<file path="src/rtl/ps2_key_decoder_pkg.sv">
// Shared scan-code constants, FSM encodings and the queued key-event layout
// for the PS/2 key decoder.
package ps2_key_decoder_pkg;

    localparam logic [7:0] SC_EXT   = 8'hE0;
    localparam logic [7:0] SC_BREAK = 8'hF0;

    localparam int CODE_W  = 7;
    localparam int FLAG_W  = 2;
    localparam int ENTRY_W = CODE_W + FLAG_W;

    // bit 0 = E0 seen, bit 1 = F0 seen
    localparam logic [1:0] ST_IDLE    = 2'b00;
    localparam logic [1:0] ST_EXT     = 2'b01;
    localparam logic [1:0] ST_BRK     = 2'b10;
    localparam logic [1:0] ST_EXT_BRK = 2'b11;

    typedef struct packed {
        logic              ext;
        logic              rel;
        logic [CODE_W-1:0] code;
    } key_event_t;

endpackage

</file>
<file path="src/rtl/ps2_key_decoder_fifo.sv">
// Registered show-ahead FIFO; push on a full queue is accepted only when a
// pop frees the head slot in the same cycle.
module sync_fifo #(
    parameter int WIDTH = 9,
    parameter int DEPTH = 8
) (
    input  logic                     clk,
    input  logic                     reset,
    input  logic                     push,
    input  logic                     pop,
    input  logic [WIDTH-1:0]         din,
    output logic [WIDTH-1:0]         dout,
    output logic                     empty,
    output logic                     full,
    output logic [$clog2(DEPTH):0]   count
);

    localparam int AW = $clog2(DEPTH);
    localparam logic [AW:0] FULL_CNT = (AW+1)'(DEPTH);

    logic [WIDTH-1:0] mem_q [DEPTH];
    logic [AW-1:0]    wr_ptr_q, wr_ptr_d;
    logic [AW-1:0]    rd_ptr_q, rd_ptr_d;
    logic [AW:0]      count_q, count_d;
    logic             do_push, do_pop;

    assign empty = (count_q == '0);
    assign full  = (count_q == FULL_CNT);
    assign count = count_q;
    assign dout  = empty ? '0 : mem_q[rd_ptr_q];

    always_comb begin
        do_pop   = pop && !empty;
        do_push  = push && (!full || do_pop);
        wr_ptr_d = wr_ptr_q;
        rd_ptr_d = rd_ptr_q;
        count_d  = count_q;
        if (do_push) wr_ptr_d = wr_ptr_q + 1'b1;
        if (do_pop)  rd_ptr_d = rd_ptr_q + 1'b1;
        if (do_push && !do_pop) count_d = count_q + 1'b1;
        if (do_pop && !do_push) count_d = count_q - 1'b1;
    end

    always_ff @(posedge clk) begin
        if (reset) begin
            wr_ptr_q <= '0;
            rd_ptr_q <= '0;
            count_q  <= '0;
        end else begin
            wr_ptr_q <= wr_ptr_d;
            rd_ptr_q <= rd_ptr_d;
            count_q  <= count_d;
        end
    end

    always_ff @(posedge clk) begin
        if (do_push) mem_q[wr_ptr_q] <= din;
    end

endmodule

</file>
<file path="src/rtl/ps2_key_decoder.sv">
// Turns PS/2 scan-code bytes (E0/F0 prefixed) into make/break key events,
// filters typematic repeats and queues the events for the CPU side.
module ps2_key_decoder #(
    parameter int DEPTH           = 8,
    parameter bit SUPPRESS_REPEAT = 1'b1
) (
    input  logic                   clk,
    input  logic                   reset,
    input  logic [7:0]             rx_data,
    input  logic                   read_data,
    input  logic                   pop,
    output logic                   key_valid,
    output logic [6:0]             key_data,
    output logic                   key_release,
    output logic                   key_extended,
    output logic [6:0]             held_key,
    output logic [$clog2(DEPTH):0] fifo_count,
    output logic                   overflow
);

    import ps2_key_decoder_pkg::*;

    logic [1:0]        state_q, state_d;
    logic [CODE_W-1:0] held_q, held_d;
    logic              ovf_q, ovf_d;
    logic              push_req;
    key_event_t        push_ev;
    key_event_t        head;
    logic              fifo_empty, fifo_full;

    always_comb begin
        state_d  = state_q;
        held_d   = held_q;
        push_req = 1'b0;
        push_ev  = '0;
        if (read_data) begin
            if (rx_data == SC_EXT) begin
                state_d = ST_EXT;
            end else if (rx_data == SC_BREAK) begin
                state_d = {1'b1, state_q[0]};
            end else if (rx_data[7]) begin
                state_d = ST_IDLE;
            end else begin
                state_d = ST_IDLE;
                push_ev = '{ext: state_q[0], rel: state_q[1],
                            code: rx_data[6:0]};
                if (state_q[1]) begin
                    push_req = 1'b1;
                    if (rx_data[6:0] == held_q) held_d = '0;
                end else if (!(SUPPRESS_REPEAT && rx_data[6:0] == held_q)) begin
                    push_req = 1'b1;
                    held_d   = rx_data[6:0];
                end
            end
        end
        // a full queue only drops the event when no pop frees a slot
        ovf_d = ovf_q || (push_req && fifo_full && !pop);
    end

    always_ff @(posedge clk) begin
        if (reset) begin
            state_q <= ST_IDLE;
            held_q  <= '0;
            ovf_q   <= 1'b0;
        end else begin
            state_q <= state_d;
            held_q  <= held_d;
            ovf_q   <= ovf_d;
        end
    end

    sync_fifo #(
        .WIDTH (ENTRY_W),
        .DEPTH (DEPTH)
    ) u_fifo (
        .clk   (clk),
        .reset (reset),
        .push  (push_req),
        .pop   (pop),
        .din   (push_ev),
        .dout  (head),
        .empty (fifo_empty),
        .full  (fifo_full),
        .count (fifo_count)
    );

    assign key_valid    = !fifo_empty;
    assign key_data     = head.code;
    assign key_release  = head.rel;
    assign key_extended = head.ext;
    assign held_key     = held_q;
    assign overflow     = ovf_q;

endmodule

</file>
<file path="config.mk">
export PLATFORM = sky130hd
export DESIGN_NAME = ps2_key_decoder
export DESIGN_NICKNAME = d
export VERILOG_FILES = /design/src/rtl/ps2_key_decoder_pkg.sv /design/src/rtl/ps2_key_decoder_fifo.sv /design/src/rtl/ps2_key_decoder.sv
export SDC_FILE = /design/constraint.sdc
export NUM_CORES = 1
export LEC_CHECK = 0
export CAP_MARGIN = 20
export CORE_MARGIN = 1.5
export CORE_UTILIZATION = 50
export CTS_BUF_LIST = sky130_fd_sc_hd__clkbuf_4
export DETAILED_ROUTE_END_ITERATION = 7
export GPL_TIMING_DRIVEN = 0
export PLACE_DENSITY = 0.75
export SLEW_MARGIN = 20
export SYNTH_ARGS = -nofsm -noshare
export SYNTH_HDL_FRONTEND = slang
export SYNTH_SLANG_ARGS = --single-unit
</file>
<file path="constraint.sdc">
create_clock -name clk -period 4.8 [get_ports clk]
set_input_delay 0.48 -clock clk [delete_from_list [all_inputs] [get_ports clk]]
set_output_delay 0.48 -clock clk [all_outputs]
set_load 0.02 [all_outputs]
</file>
# ---- Yosys cells after proc, flatten, opt, wreduce, memory -nomap -nowiden
# Memories as Yosys holds them, arrays and structs flattened. A register that Yosys moved wholly into a read port is not among the register bits.
# Index checks and enable logic that the tools add are counted.
dict set report word_totals {
  ram_bits 72
  reg_bits 20
  elab_cells 61
  latch_bits 0
  out_inout_bits 22
  rom_bits 0
  memories 1
  in_bits 12
}
dict set report op_classes {
  addsub 4
  n_mul 0
  n_div 0
  n_lt_le_gt_ge 0
  bitwise 3
  muxes 22
  n_reduce_logical 17
  shifts 0
  n_eq_ne 7
}
# memory depth width rd rd_ports_with_merged_regs wr line
set memory_table {}
lappend memory_table {u_fifo.mem_q 8 9 1 1 1 ps2_key_decoder_fifo.sv:21} ;# logic [WIDTH-1:0] mem_q [DEPTH];
# operator count
set op_table {}
lappend op_table {{$mux 9} 5}
lappend op_table {{$mux 7} 3}
lappend op_table {{$eq 8x8->1 const B} 2}
lappend op_table {{$mux 1} 8}
lappend op_table {{$mux 4} 2}
lappend op_table {{$eq 7x7->1} 1}
lappend op_table {{$add 3x1->3 const B} 2}
lappend op_table {{$logic_and 1x1->1} 6}
lappend op_table {{$mux 3} 2}
lappend op_table {{$reduce_and 6->1} 1}
lappend op_table {{$logic_not 1->1} 5}
lappend op_table {{$add 4x1->4 const B} 1}
lappend op_table {{$eq 4x4->1 const B} 1}
lappend op_table {{$logic_not 4->1} 1}
lappend op_table {{$mux 2} 2}
lappend op_table {{$ne 2x2->1 const B} 2}
lappend op_table {{$sub 4x1->4 const B} 1}
lappend op_table {{$not 1->1} 3}
lappend op_table {{$logic_or 1x1->1} 2}
lappend op_table {{$ne 2x1->1 const B} 1}
lappend op_table {{$reduce_and 2->1} 1}
lappend op_table {{$reduce_bool 2->1} 1}

# ---- Logic depth before layout (Yosys ltp)
dict set report depth {
  ltp_word 11
  mapped_depth 11
  ltp_nobuf 11
}

# ---- Hierarchy
# Synthesis repeated with hierarchy kept, for this count alone.
dict set report unflattened {
  hier_cells 291
  hier_area_um2 4296.6
}
# mod area_per_inst_um2 cells_per_inst seq_area_each_um2 instances
set by_module_without_submodules {}
lappend by_module_without_submodules {sync_fifo 3469.6 196 2422.3 1}
lappend by_module_without_submodules {ps2_key_decoder 827.0 95 200.2 1}

# ---- Worst setup path after synthesis
# No wires, ideal clock.
dict set report synth_path {
  path_type {input to register}
  from {in rx_data[2]}
  to {reg u_fifo.count_q[3] (netlist: u_fifo.count[3])}
  n_path_buf 0
  arrival_time_ns 2.685
  required_time_ns 4.677
  setup_slack_ns 1.992
  setup_time_ns 0.123
  cell_stages 11
  cell_sequence {xor2_1 -> or4_4 -> o21ai_2 -> nand2_1 -> inv_1 -> ha_1 -> a21o_1 -> a21oi_1 -> nor3_1 -> mux2i_1 -> mux2_1}
}
dict set report synth_via {
  elab_chain_cells 11
  word_cells_on_any_way 15
  cone_classes {eq/ne: 3; mux: 7; reduce/logical: 5}
}
# item line
set synth_rtl {}
lappend synth_rtl {{start, declared} ps2_key_decoder.sv:9} ;# input logic [7:0] rx_data,
lappend synth_rtl {{$eq 7x7->1} ps2_key_decoder.sv:50} ;# end else if (!(SUPPRESS_REPEAT && rx_data[6:0] == held_q)) begin
lappend synth_rtl {{$mux 1} ps2_key_decoder.sv:50}
lappend synth_rtl {{$mux 1} ps2_key_decoder.sv:47} ;# if (state_q[1]) begin
lappend synth_rtl {{$mux 1} ps2_key_decoder.sv:41} ;# end else if (rx_data[7]) begin
lappend synth_rtl {{$mux 1} ps2_key_decoder.sv:39} ;# end else if (rx_data == SC_BREAK) begin
lappend synth_rtl {{$mux 1 *} ps2_key_decoder.sv:37} ;# if (rx_data == SC_EXT) begin
lappend synth_rtl {{$mux 1 *} ps2_key_decoder.sv:36} ;# if (read_data) begin
lappend synth_rtl {{$logic_and 1x1->1 *} ps2_key_decoder_fifo.sv:34} ;# do_push = push && (!full || do_pop);
lappend synth_rtl {{$logic_not 1->1} ps2_key_decoder_fifo.sv:41} ;# if (do_pop && !do_push) count_d = count_q - 1'b1;
lappend synth_rtl {{$logic_and 1x1->1} ps2_key_decoder_fifo.sv:41}
lappend synth_rtl {{$mux 4 / $reduce_bool 2->1 (equally long branches)} --}
lappend synth_rtl {{end signal, assigned} ps2_key_decoder_fifo.sv:52} ;# count_q <= count_d;
lappend synth_rtl {{end, declared} ps2_key_decoder_fifo.sv:24} ;# logic [AW:0] count_q, count_d;
# Mark *: on every way between the ends. The rest lies on a longest branch, timed or not.
# A chain may end at the register's enable or synchronous reset.

==> results.txt <==
Status - completed
R2R Path Start - held_key[2]
Largest net degree at the start of global routing - 17
YS warnings - 0
Die H - 92.96 um
GPL Wtd Cong - 0.8146
Switching Fraction - 32.30%
Wire length per cell - 18.03 um
Clk_lat worst skew - 0.46 ns
Clock Power Share - 20.5%
P&R area growth vs syn - 16.70%
Htree depth - 3
Clk sinks - 95
Clock Skews - 0.02678 ns
First-pass DRT Iterations - 4
CP Capture Type - output pin
Final Net Count - 346
PD cells - 443.3 nW/um^2
P_leak - 1.550 nW
Final Cycle Share - 72.53%
Endpoints failing setup - 0
Postcts setup bufs - 0
Port-buffer cells - 33
Hold Path Class - flop to flop
I/O pins - 34
Worst-path fanout max - 10
Final hold vios - 0
Pins Over Slew Limit - 0
RSZ-0062 raised after global routing - false
Pint - 1.417 mW
Sw power - 0.6760 mW
Detailed Place HPWL - 5473 um
Layout cell share with drive strength beyond 1 - 16.47%
Non-filler cells, final - 436
CTS tree - built
Max VDD drop - 0.4691 mV
Sum of negative setup slack - 0 ns
Clock-pin transition on the worst setup and hold timing paths - 0.12 ns
Max Cap Viol - 0
Cell area after synthesis - 4046 sq um
Initial DRC count - 239
Startpoint of the worst hold path - overflow
Rel. slew slack - 37.27%
Vias - 2477
CTS-repair resized insts - 0
Die Area - 8642 sq um
Asr flop ratio synth - 0%
Syn avg cell area - 14.50 sq um
Initial core utilization - 52.09%
Mapped Nets - 296
Chip width - 92.96 um
Maximum clock insertion buffer count - 2
Core ar. - 7767 sq um
CP Launch Type - flop
Mapped Cells - 279
Crit path time final - 3.481 ns
Number of synthesized flops with an enable pin - 72
FF-to-FF path depth - 11
Power, Total - 2.093 mW
CTS Root Buffer Type - clkbuf_4
# rows - 32
Dominant synthesized flop cell - edfxtp_1
Setup Crit Path Kind - flop to output pin
Least-Margin Pin Slew - 0.9375 ns
Yosys reg bits - 95
Via density - 5.681
Drt drc - 0
Initial antenna violation count - 0
Sequential power share - 45.6%
Placed insts - 420
Combinational group share of total power - 33.9%
GR Util All Layers - 19.70%
Final ANT Viol Nets - 0
Max frequency - 287.2 MHz
Total congestion overflow - 0
Global-route wire length before repair - 12520 um
Hold depth - 2
N_diodes - 0
Final wirelength - 7862 um
Worst Path Arrival - 3.00 ns
Clock buffer count from CTS - 9
Count of cell types in the netlist - 38
Critical Path RT - 4.32 ns
Number of global-route vias before repair - 2439
Sequential area share after synthesis - 64.81%
Hold_buf cts - 0
[Yosys cell counts (3+ instances only)]
| library cell | number | area share, % |
|---|---|---|
| edfxtp_1 | 72 | 53 |
| dfxtp_1 | 23 | 11 |
| nor2_1 | 21 | 1.9 |
| mux4_2 | 18 | 10 |
| nand2_1 | 17 | 1.6 |
| a21oi_1 | 14 | 1.7 |
| nand4_1 | 13 | 2.0 |
| and2_1 | 10 | 1.5 |
| mux2i_1 | 10 | 2.5 |
| a311oi_1 | 7 | 1.5 |
| inv_1 | 7 | 0.65 |
| nand3_1 | 7 | 0.87 |
| clkbuf_1 | 6 | 0.56 |
| nor3_1 | 6 | 0.74 |
| xor2_1 | 6 | 1.3 |
| buf_2 | 5 | 0.62 |
| xnor2_1 | 5 | 1.1 |
| ha_1 | 4 | 1.2 |
| nor2b_1 | 3 | 0.46 |
[routing by layer]
metal	routed length (um)	GRT usage [%]	up-vias	share of wire (%)
met5	0	0	-	0
met4	126	6.944	0	1.6
met3	344	4.680	13	4.4
met2	3789	31.75	70	48
met1	3601	26.20	1212	46
li1	-	-	1182	-
[final cells by class]
| type | count | area, sq um |
|---|---|---|
| clock inverter | 5 | 58.81 |
| inverter | 7 | 26.28 |
| fill | 621 | 3045 |
| sequential | 95 | 2623 |
| clock buffer | 11 | 82.58 |
| multi-input combinational | 164 | 1374 |
| tap | 102 | 127.6 |
| buffer | 13 | 55.05 |
| timing repair buffer | 39 | 375.4 |
[power by group through the flow]
| stage | clock network (mW) | logic (mW) | registers [mW] |
|---|---|---|---|
| after floorplan | 0 | 0.436 | 0.985 |
| after global placement | 0 | 0.705 | 0.971 |
| after detailed placement | 0 | 0.716 | 0.972 |
| after CTS | 0.437 | 0.718 | 0.955 |
| after global routing | 0.474 | 0.769 | 0.961 |
| final | 0.429 | 0.709 | 0.955 |
[flip-flops by register name, summed over array words and instances, names as in the netlist, named ones only]
signal	flops
held_key	7
overflow	1
state_q	2
u_fifo.count	4
u_fifo.mem_q	72
u_fifo.rd_ptr_q	3
u_fifo.wr_ptr_q	3
[critical path, stage by stage (launching register included)]
cell and delay [ns]:
dfxtp_1 0.34, buf_1 0.43, clkbuf_1 0.57, mux4_2 0.40, mux2i_1 0.21, nor2_1 0.06
clkdlybuf4s50_1 0.56
[cells by family (layout without fill, tap and decap cells)]
family | after synthesis | in the layout | share of synthesized area (%)
adders and majority gates | 5 | 5 | 1.732
AOI/OAI and AO/OA | 29 | 29 | 4.700
xor gates and xnor gates | 11 | 11 | 2.381
and+or+nand+nor | 89 | 89 | 11.32
muxes | 30 | 30 | 13.05
buffers and inverters | 20 | 75 | 2.010
DFF | 95 | 95 | 64.81
[cells in the final DEF, fill, tap and decap left out, types with 7 or more instances in the layout]
master and count:
clkbuf_4 11, nand4_1 13, and2_1 10, inv_1 7, nor2_1 21, nand3_1 7
a21oi_1 14, edfxtp_1 72, dfxtp_1 23, nand2_1 17, clkdlybuf4s50_1 33, mux4_2 18
mux2i_1 10, a311oi_1 7
[final timing paths]
check        slack (ns)               to
min                0.49         overflow
min reg2reg        0.49         overflow
max reg2reg        1.86  u_fifo.count[3]
max                1.32      key_data[6]
[metrics by stage]
stage,cell area [sq um],hold WS (ns),setup slack (ns),utilization [%]
floorplan,4046,0.4541,1.992,-
global placement,4504,0.4603,0.5324,57.99
detailed placement,4581,0.4609,1.210,58.97
CTS,4722,0.5033,1.264,60.79
global route,4722,0.5241,1.131,60.79
finish,4722,0.4877,1.319,60.79
No activity file was read; power rests on OpenSTA's default activity.
